[src/rtl/stream_pkg.sv]
// Shared stream-arbitration helpers: index typedefs and the round-robin pick
// function used by every arbiter built on this package.
package stream_pkg;

  localparam int unsigned RR_MAX_REQ = 32;
  localparam int unsigned RR_IDX_W   = 5;

  typedef logic [RR_IDX_W-1:0] rr_idx_t;

  typedef struct packed {
    logic    found;
    rr_idx_t idx;
  } rr_pick_t;

  // Search ptr, ptr+1, ... mod n and return the first set request bit.
  function automatic rr_pick_t rr_pick(input logic [RR_MAX_REQ-1:0] req,
                                       input rr_idx_t ptr,
                                       input int unsigned n);
    rr_pick_t    res;
    int unsigned cand;
    res.found = 1'b0;
    res.idx   = '0;
    for (int unsigned k = 0; k < RR_MAX_REQ; k++) begin
      cand = 32'(ptr) + k;
      if (cand >= n) begin
        cand = cand - n;
      end else begin
        cand = cand;
      end
      if ((k < n) && !res.found && req[rr_idx_t'(cand)]) begin
        res.found = 1'b1;
        res.idx   = rr_idx_t'(cand);
      end else begin
        res = res;
      end
    end
    return res;
  endfunction

endpackage

[src/rtl/stream_arb_mux_rr_arbiter.sv]
// Round-robin arbiter: owns the rotating priority pointer and advances it
// past the granted input whenever a grant is consumed.
module rr_arbiter
  import stream_pkg::*;
#(
  parameter  int unsigned INPUTS = 2,
  localparam int unsigned SEL_W  = $clog2(INPUTS)
) (
  input  logic              clk,
  input  logic              rst_n,
  input  logic [INPUTS-1:0] req,
  input  logic              en,
  output logic [SEL_W-1:0]  grant_idx,
  output logic              grant_valid
);

  logic [SEL_W-1:0]      rr_ptr_q;
  logic [SEL_W-1:0]      rr_ptr_d;
  logic [RR_MAX_REQ-1:0] req_ext_s;
  rr_pick_t              pick_s;

  // Winner selection from the current pointer.
  always_comb begin
    req_ext_s   = RR_MAX_REQ'(req);
    pick_s      = rr_pick(req_ext_s, rr_idx_t'(rr_ptr_q), INPUTS);
    grant_valid = pick_s.found;
    grant_idx   = SEL_W'(pick_s.idx);
  end

  // Pointer moves one past the winner only when the grant is taken.
  always_comb begin
    rr_ptr_d = rr_ptr_q;
    if (en && grant_valid) begin
      if (grant_idx == SEL_W'(INPUTS - 1)) begin
        rr_ptr_d = '0;
      end else begin
        rr_ptr_d = grant_idx + SEL_W'(1);
      end
    end else begin
      rr_ptr_d = rr_ptr_q;
    end
  end

  // Pointer register.
  always_ff @(posedge clk or negedge rst_n) begin
    if (!rst_n) begin
      rr_ptr_q <= '0;
    end else begin
      rr_ptr_q <= rr_ptr_d;
    end
  end

endmodule

[src/rtl/stream_arb_mux.sv]
// N-to-1 valid/ready merge with round-robin arbitration and a single
// full-throughput output register tagged with the source index.
module stream_arb_mux
  import stream_pkg::*;
#(
  parameter  int unsigned WIDTH  = 32,
  parameter  int unsigned INPUTS = 2,
  localparam int unsigned SEL_W  = $clog2(INPUTS)
) (
  input  logic              clk,
  input  logic              rst_n,
  input  logic [WIDTH-1:0]  in_data [INPUTS],
  input  logic [INPUTS-1:0] in_valid,
  output logic [INPUTS-1:0] in_ready,
  output logic [WIDTH-1:0]  out_data,
  output logic [SEL_W-1:0]  out_src,
  output logic              out_valid,
  input  logic              out_ready
);

  logic              load_en_s;
  logic              arb_en_s;
  logic [SEL_W-1:0]  grant_idx_s;
  logic              grant_valid_s;

  logic              out_valid_q;
  logic              out_valid_d;
  logic [WIDTH-1:0]  out_data_q;
  logic [WIDTH-1:0]  out_data_d;
  logic [SEL_W-1:0]  out_src_q;
  logic [SEL_W-1:0]  out_src_d;

  rr_arbiter #(
    .INPUTS (INPUTS)
  ) u_arb (
    .clk         (clk),
    .rst_n       (rst_n),
    .req         (in_valid),
    .en          (arb_en_s),
    .grant_idx   (grant_idx_s),
    .grant_valid (grant_valid_s)
  );

  // Register accepts a new word when empty or draining this cycle; in_ready
  // is forced low during reset so nothing is consumed then lost.
  always_comb begin
    load_en_s = !out_valid_q || out_ready;
    arb_en_s  = load_en_s && rst_n;
    in_ready  = '0;
    for (int unsigned g = 0; g < INPUTS; g++) begin
      in_ready[g] = arb_en_s && grant_valid_s &&
                    (grant_idx_s == SEL_W'(g)) && in_valid[g];
    end
  end

  // Output register next state: load winner, empty out, or hold.
  always_comb begin
    out_valid_d = out_valid_q;
    out_data_d  = out_data_q;
    out_src_d   = out_src_q;
    if (load_en_s) begin
      out_valid_d = grant_valid_s;
      if (grant_valid_s) begin
        out_data_d = in_data[grant_idx_s];
        out_src_d  = grant_idx_s;
      end else begin
        out_data_d = out_data_q;
        out_src_d  = out_src_q;
      end
    end else begin
      out_valid_d = out_valid_q;
    end
  end

  // Output register.
  always_ff @(posedge clk or negedge rst_n) begin
    if (!rst_n) begin
      out_valid_q <= 1'b0;
      out_data_q  <= '0;
      out_src_q   <= '0;
    end else begin
      out_valid_q <= out_valid_d;
      out_data_q  <= out_data_d;
      out_src_q   <= out_src_d;
    end
  end

  assign out_valid = out_valid_q;
  assign out_data  = out_data_q;
  assign out_src   = out_src_q;

endmodule
[config.mk]
export PLATFORM = sky130hd
export DESIGN_NAME = stream_arb_mux
export DESIGN_NICKNAME = d
export VERILOG_FILES = /design/src/rtl/stream_pkg.sv /design/src/rtl/stream_arb_mux_rr_arbiter.sv /design/src/rtl/stream_arb_mux.sv
export SDC_FILE = /design/constraint.sdc
export NUM_CORES = 1
export LEC_CHECK = 0
export BUFFER_PORTS_ARGS = -buffer_cell sky130_fd_sc_hd__buf_2
export CORE_UTILIZATION = 41
export DETAILED_ROUTE_END_ITERATION = 8
export GPL_ROUTABILITY_DRIVEN = 1
export PLACE_DENSITY = 0.77
export REMOVE_ABC_BUFFERS = 1
export SYNTH_ARGS = -nofsm -noshare
export SYNTH_HDL_FRONTEND = slang
export SYNTH_SLANG_ARGS = --single-unit
[constraint.sdc]
create_clock -name clk -period 2.1 [get_ports clk]
set_input_delay 0.63 -clock clk [delete_from_list [all_inputs] [get_ports clk]]
set_output_delay 0.63 -clock clk [all_outputs]
set_load 0.01 [all_outputs]
==> results.toml, run 1 <==
[setup_path]
slowest_stage = "or2_4"
worstSetupStartpoint = "in_valid[1]"
path_class = "primary input to output port"
cp-end-kind = "output port"
cpPeakStageDelay_ps = 240
cp_common_cell = "buf_2"
crit_family = "simple AND/OR/NAND/NOR gates"
startpoint_type = "primary input"
r2r-start = "out_valid"
crit_chain = "buf_2 > or2_4 > and2_4 > and3_1 > buf_2"
critPathRequiredTime_ps = 1470
crit_arrival_ps = 1440
path_buf_inv = 2
worstPathMaxFanout = 3

[timing]
fin_setup_tns_ps = 0
layout_min_cycle_time_ps = 2066
tightestPinTransition_ps = 507.4
rsz0062_at_grt = "false"
final-setup-viol-count = 0
finClkSkew_ps = 6.426
setup_slack_ps = 33.51
fmax_ghz = 0.4839
finalCritPeriodShare_pct = 98.40
finalHoldViolCount = 0
slew_viol_final = 0
max_slew_margin_pct = 66.18
whs_ps = 461.7

[clock_tree]
cts_buffers = 5
htreeDepth = 2
clock_sinks = 35
root_buffer = "clkbuf_8"
cts_setup_buffers = 0
clk_path_buf_depth = 2
cts-hold-fix-buffers = 0
cts_tree = "done"
clk_latency_ps = 280
clk_transition_reported_paths_ps = 70

[power_and_ir_drop]
ir_drop_uv = 368.0
leakage_nw = 1.135
p_switching_uw = 612.3
finalPower_mw = 1.888
power_frac_seq_pct = 44.4
clkPwrFrac_pct = 24.2
p_int_mw = 1.276
comb_power_share_pct = 31.4
p_sw_share_pct = 32.44
powerDensity_mw_per_mm2 = 726.1

[global_route]
grt_overflow = 0
grt_max_degree = 38
grt_pass1_vias = 1972
grtUsageTotal_pct = 21.93
antenna_found_initial = 0
grt_pass1_wl_um = 8666

[detailed_routing]
post_drt_wl_per_cell_um = 14.67
ant_nets = 0
drcViolationCount = 6
drt-total-wl_um = 5192
route.vias.total = 1940
drt-initial-drc-count = 100
detail_route.vias_per_cell = 5.480
first_pass_iters = 8

[logic_synthesis]
synthMostInstantiatedCell = "dfrtp_1"
synthTopCellsByCount = "dfrtp_1, a21oi_1, nand3_1, o21ai_0, a31oi_2"
synthArstFlopShare_pct = 100.0
synth_top_area_cell = "dfrtp_1"
synth.avg_cell_area_um2 = 9.749
synthTopCellsByArea = "dfrtp_1, a31oi_2, a21oi_1, nand3_1, o21ai_0"
synth_top_flop_cell = "dfrtp_1"
synth.distinct_cells = 18
synth_edf_count = 0
synth_cells = 202
netlist.area_leader.share_pct = 44.47
synth.yosys.seq_area_share_pct = 44.47
ys_warn_count = 0
netlist_area_mm2 = 0.001969
ys_seq_elements = 35

[finish]
synthToLayoutAreaGrowth_pct = 32.02
drive_gt1_share_pct = 51.66
fillers = 405
nNetsFinal = 370
final_area_mm2 = 0.002600
antenna_cells = 0

[floorplan]
num_rows = 24
pin_count = 105
initial_core_util_pct = 44.02
core_mm2 = 0.004474
die_x_um = 71.31
die-area_mm2 = 0.005084
die_h_um = 71.31

[placement]
place_area_mm2 = 0.002516
gp_congestion = 0.7848
hpwl_um = 3624
port_buffers = 104
post-place-ws_ps = 28.99

[status]
status = "finished with violations"
failed_checks = "DRC"

[worst_hold_path]
hp-class = "primary input to async pin"

[job]
max_cap_violations = 0
## final cells by class
type | count | area [um^2] | area share [%]
repair buffers | 117 | 618.1 | 23.77
clock inverters | 1 | 5.005 | 0.1925
well taps | 52 | 65.06 | 2.502
flip-flops and latches | 35 | 875.8 | 33.69
clock buffers | 7 | 76.32 | 2.936
inverters | 1 | 3.754 | 0.1444
multi-input cells | 141 | 955.9 | 36.77
## kinds of logic after synthesis
kind of cell / Yosys count / share of synthesized area (%)
compound gates: 99 / 37.04
buf+inv: 26 / 7.242
flops: 35 / 44.47
simple gates: 42 / 11.25
## registers in the layout (all words and copies together), names as in the netlist
name            cells
u_arb.rr_ptr_q      1
out_src             1
out_valid           1
out_data           32
## placed cells by master (no fill, tap or decap)
master / Yosys / layout
buf_2: 0 / 104
dfrtp_1: 35 / 35
o21ai_0: 32 / 32
nand3_1: 32 / 32
a21oi_1: 32 / 32
a31oi_2: 30 / 30
buf_4: 0 / 13
clkbuf_8: 0 / 5
a31oi_1: 4 / 4
nand2b_1: 3 / 3
clkbuf_1: 19 / 2
inv_1: 1 / 1
nor2b_2: 0 / 1
nor2_1: 1 / 1
or2_4: 0 / 1
nand2_1: 1 / 1
nor3b_1: 1 / 1
and2_4: 1 / 1
and3_1: 1 / 1
a22o_1: 1 / 1
clkinv_2: 0 / 1
## timing repair
item,in CTS,in global routing
setup endpoints to repair,0,1
endpoints found under the hold margin,0,0
resized for setup,0,1
## routing by layer
layer | share of wire [%] | GRT usage, %
met1 | 41 | 24.68
met4 | 3.4 | 12.89
met2 | 49 | 39.26
met3 | 6.0 | 3.376
met5 | 0 | 0
## path summary, 6_finish.rpt
kind                          endpoint  slack, ps  depth (start not counted)
max                        in_ready[1]         30                          5
min                        out_data[1]        460                          2
max reg2reg                out_data[6]        650                          4
min reg2reg                    out_src        490                          1
max in group asynchronous  out_data[8]       1310                          2
min in group clk               out_src        490                          1
## stage by stage
stage / utilization [%] / std cells
6_report: 58.11 / 354
5_1_grt: 58.11 / 354
4_1_cts: 58.05 / 354
3_5_place_dp: 56.24 / 346
3_3_place_gp: 56.24 / 346
2_1_floorplan: - / 177
## power groups by stage
stage                     sequential (mW)  clock, mW  combinational (mW)
after floorplan                     0.901          0               0.264
after global placement              0.846          0               0.584
after detailed placement            0.850          0               0.595
after CTS                           0.839      0.472               0.595
after global routing                0.854      0.499               0.654
final                               0.839      0.456               0.593
(Power assumes the default switching activity.)
==> run 2: changes to the inputs <==
--- a/config.mk
+++ b/config.mk
@@ -5,11 +5,12 @@
 export SDC_FILE = /design/constraint.sdc
 export NUM_CORES = 1
 export LEC_CHECK = 0
-export BUFFER_PORTS_ARGS = -buffer_cell sky130_fd_sc_hd__buf_2
-export CORE_UTILIZATION = 41
+export ABC_CLOCK_PERIOD_IN_PS = 2100
+export CORE_UTILIZATION = 50
 export DETAILED_ROUTE_END_ITERATION = 8
+export DONT_BUFFER_PORTS = 1
 export GPL_ROUTABILITY_DRIVEN = 1
-export PLACE_DENSITY = 0.77
+export PLACE_DENSITY_LB_ADDON = 0.2
 export REMOVE_ABC_BUFFERS = 1
 export SYNTH_ARGS = -nofsm -noshare
 export SYNTH_HDL_FRONTEND = slang
==> results.toml, run 2 (synthesis gave the netlist of run 1 again) <==
[floorplan]
die_x_um = 64.76
initial_core_util_pct = 53.00
num_rows = 22
die_h_um = 64.76
core_mm2 = 0.003716
die-area_mm2 = 0.004194
pin_count = 105

[timing]
finalHoldViolCount = 0
finClkSkew_ps = 4.603
slew_viol_final = 0
setup_slack_ps = 191.2
fmax_ghz = 0.5239
whs_ps = 37.38
max_slew_margin_pct = 65.03
tightestPinTransition_ps = 524.6
rsz0062_at_grt = "false"
layout_min_cycle_time_ps = 1909
fin_setup_tns_ps = 0
final-setup-viol-count = 0
finalCritPeriodShare_pct = 90.89

[detailed_routing]
top_layer = "met4"
ant_nets = 0
routed-wl-met3_um = 507
drt-initial-drc-count = 132
wl_met2_um = 2434
first_pass_iters = 4
met1Wirelength_um = 1837
route.vias.total = 1638
detail_route.vias_per_cell = 6.825
drcViolationCount = 0
drt-total-wl_um = 4851
post_drt_wl_per_cell_um = 20.21

[global_route]
grt_overflow = 0
grt_max_degree = 40
antenna_found_initial = 0
grtUsageTotal_pct = 23.41
grt_pass1_vias = 1551
grt_pass1_wl_um = 7527

[clock_tree]
ctsResizeCount = 0
cts_tree = "done"
clk_transition_reported_paths_ps = 70
root_buffer = "clkbuf_8"
clk_path_buf_depth = 2
cts_setup_buffers = 0
cts_buffers = 5
clock_sinks = 35
clk_latency_ps = 280
htreeDepth = 2
cts-hold-fix-buffers = 0

[setup_path]
path_class = "flip-flop to output port"
slowest_stage = "dfrtp_1"
crit_arrival_ps = 1280
crit_family = "simple AND/OR/NAND/NOR gates"
crit_chain = "nor2b_2 > nor2_1 > nor3b_1 > buf_4"
path_buf_inv = 1
startpoint_type = "flip-flop"
critPathRequiredTime_ps = 1470
worstPathMaxFanout = 4
cpPeakStageDelay_ps = 410
cp-end-kind = "output port"

[placement]
post-place-ws_ps = 248.6
placed_cells = 232
port_buffers = 0
gp_congestion = 0.7411
hpwl_um = 3098

[finish]
nNetsFinal = 260
final_cell_mix = "dfrtp_1, o21ai_0, nand3_1, a21oi_1, a31oi_2"
antenna_cells = 0
final_common_cell = "dfrtp_1"
synthToLayoutAreaGrowth_pct = 3.875
largest_reg_flops = 32
drive_gt1_share_pct = 23.96
fin_cells = 240

[power_and_ir_drop]
ir_drop_uv = 396.5
leakage_nw = 0.7122
finalPower_mw = 1.775
powerDensity_mw_per_mm2 = 867.7

[worst_hold_path]
hp-class = "primary input to async pin"

[status]
status = "finished, final reports clean"

[job]
max_cap_violations = 0
[run 2: changes by cell type in the layout (fill, tap and decap cells not counted), sizes merged]
cell,delta
buf,-110
clkbuf,+1
clkinv,-1
[run 2: final cells by class]
cell class	instances	area, um^2
Multi-Input combinational cell	141	953.4
Tap cell	48	60.06
Timing Repair Buffer	7	52.55
Fill cell	339	1670
Inverter	1	3.754
Sequential cell	35	875.8
Clock buffer	8	100.1
[run 2: path summary, 6_finish.rpt]
path	cells past startpoint	slack [ps]	from	endpoint
min reg2reg	1	580	out_src	out_src
min in group clk	1	460	rst_n	u_arb.rr_ptr_q
max reg2reg	4	610	out_valid	out_data[13]
max in group asynchronous	0	1980	rst_n	out_data[20]
max	4	190	u_arb.rr_ptr_q	in_ready[0]
min	0	40	rst_n	out_data[14]
[run 2: per-layer routing]
metal  up-vias  GRT usage (%)
met5         -              0
met4         0          7.778
met3        15          7.394
met2       100          39.32
met1       794          28.14
li1        729              -
[run 2: through the flow]
step | utilization, % | area (um^2)
floorplan | - | 1831
global placement | 52.36 | 1946
detailed placement | 52.36 | 1946
CTS | 55.05 | 2046
global route | 55.05 | 2046
finish | 55.05 | 2046
[run 2: power breakdown]
group	internal (mW)	switching (mW)	leakage, nW
logic	0.136	0.197	0.268
clock network	0.299	0.226	0.0515
registers	0.783	0.133	0.393
==> run 3: changes to the inputs <==
--- a/config.mk
+++ b/config.mk
@@ -6,7 +6,7 @@
 export NUM_CORES = 1
 export LEC_CHECK = 0
 export ABC_CLOCK_PERIOD_IN_PS = 2100
-export CORE_UTILIZATION = 50
+export CORE_UTILIZATION = 56
 export DETAILED_ROUTE_END_ITERATION = 8
 export DONT_BUFFER_PORTS = 1
 export GPL_ROUTABILITY_DRIVEN = 1
==> results.toml, run 3 (synthesis gave the netlist of run 1 again) <==
[timing]
finalHoldViolCount = 0
finalCritPeriodShare_pct = 93.85
layout_min_cycle_time_ps = 1971
fin_setup_tns_ps = 0
final-setup-viol-count = 0
slew_viol_final = 0
rsz0062_at_grt = "false"
whs_ps = 121.7
max_slew_margin_pct = 66.00
fmax_ghz = 0.5074
finClkSkew_ps = 8.469
tightestPinTransition_ps = 510.0

[power_and_ir_drop]
leakage_nw = 0.7149
p_int_mw = 1.057
power_frac_seq_pct = 57.0
p_sw_share_pct = 33.99
clkPwrFrac_pct = 21.1
powerDensity_mw_per_mm2 = 784.5
comb_power_share_pct = 22.0
p_switching_uw = 544.1
ir_drop_uv = 487.4

[finish]
final_cell_mix = "dfrtp_1, o21ai_0, nand3_1, a21oi_1, a31oi_2"
antenna_cells = 0
largest_reg_flops = 32
fillers = 306
synthToLayoutAreaGrowth_pct = 3.621
drive_gt1_share_pct = 25.51
final_util_pct = 60.68
final_common_cell = "dfrtp_1"
nNetsFinal = 264

[clock_tree]
clock_sinks = 35
clk_path_buf_depth = 2
htreeDepth = 2
clk_transition_reported_paths_ps = 100
cts_setup_buffers = 0
clk_latency_ps = 330
root_buffer = "clkbuf_4"
cts_buffers = 5
cts_tree = "done"

[global_route]
grt.busiest_layer = "met2"
use_met2_pct = 41.93
grt_pass1_wl_um = 6479
met1_usage_pct = 28.02
grt_max_degree = 36
grt_pass1_vias = 1367
use_met3_pct = 10.08
grt_overflow = 0
antenna_found_initial = 0
grtUsageTotal_pct = 24.29

[detailed_routing]
ant_nets = 0
post_drt_wl_per_cell_um = 18.83
drcViolationCount = 0
detail_route.vias_per_cell = 6.446
drt-initial-drc-count = 106
route.vias.total = 1560
drt-total-wl_um = 4556
first_pass_iters = 4

[floorplan]
die-area_mm2 = 0.003758
num_rows = 21
initial_core_util_pct = 58.56
pin_count = 105
core_mm2 = 0.003363
die_x_um = 61.30
die_h_um = 61.30

[worst_hold_path]
hp-class = "primary input to async pin"

[status]
status = "finished, final reports clean"

[job]
max_cap_violations = 0

[setup_path]
startpoint_type = "primary input"
path_class = "primary input to output port"
worstPathMaxFanout = 4
cp-end-kind = "output port"
critPathRequiredTime_ps = 1470
crit_arrival_ps = 1340

[placement]
port_buffers = 0
gp_congestion = 0.7005
hpwl_um = 3030
==> run 3: final timing paths <==
path | startpoint | end | slack (ps) | depth (start not counted)
min in group clk | rst_n | u_arb.rr_ptr_q | 410 | 1
setup reg to reg | out_valid | out_data[1] | 600 | 4
hold / removal | rst_n | out_data[6] | 120 | 1
setup / recovery | in_valid[0] | in_ready[1] | 130 | 3
max in group asynchronous | rst_n | out_valid | 1800 | 1
hold reg to reg | out_src | out_src | 580 | 1
==> run 3: timing repair <==
action	4_1_cts	5_1_grt
resized for setup	0	1
endpoints found under the setup margin	0	1
hold buffers	1	0
hold endpoints to repair	35	0
==> run 3: layout make-up <==
type / count / area [um^2] / area share (%)
clock inverters: 1 / 5.005 / 0.2452
repair buffers: 11 / 95.09 / 4.660
inverters: 1 / 3.754 / 0.1839
well taps: 46 / 57.56 / 2.820
flip-flops and latches: 35 / 875.8 / 42.92
clock buffers: 7 / 45.04 / 2.207
multi-input cells: 141 / 958.4 / 46.96
==> run 3: power by group through the flow <==
stage	logic, mW	clock network [mW]	registers, mW
floorplan	0.264	0	0.901
global placement	0.321	0	0.923
detailed placement	0.339	0	0.924
CTS	0.356	0.354	0.912
global route	0.392	0.385	0.926
finish	0.352	0.337	0.912
==> run 3: critical path, stage by stage <==
cell and delay [ps]:
nor2b_2 140, nor2_1 290, and3_1 280
==> run 3: metrics by stage <==
stage                     instances  total power [mW]  setup slack, ps  cell area (um^2)
after global placement          233             1.243            226.2              1966
after CTS                       242             1.622            78.99              2036
after detailed placement        233             1.263            172.9              1966
after global routing            242             1.703            75.10              2041
final                           242             1.601            129.2              2041
after floorplan                 177             1.165           -666.6              1831
==> run 3: layer usage <==
layer	share of wire, %	up-vias
met5	0	-
met3	8.3	5
met2	52	67
met1	39	748
met4	0.48	0
li1	-	740
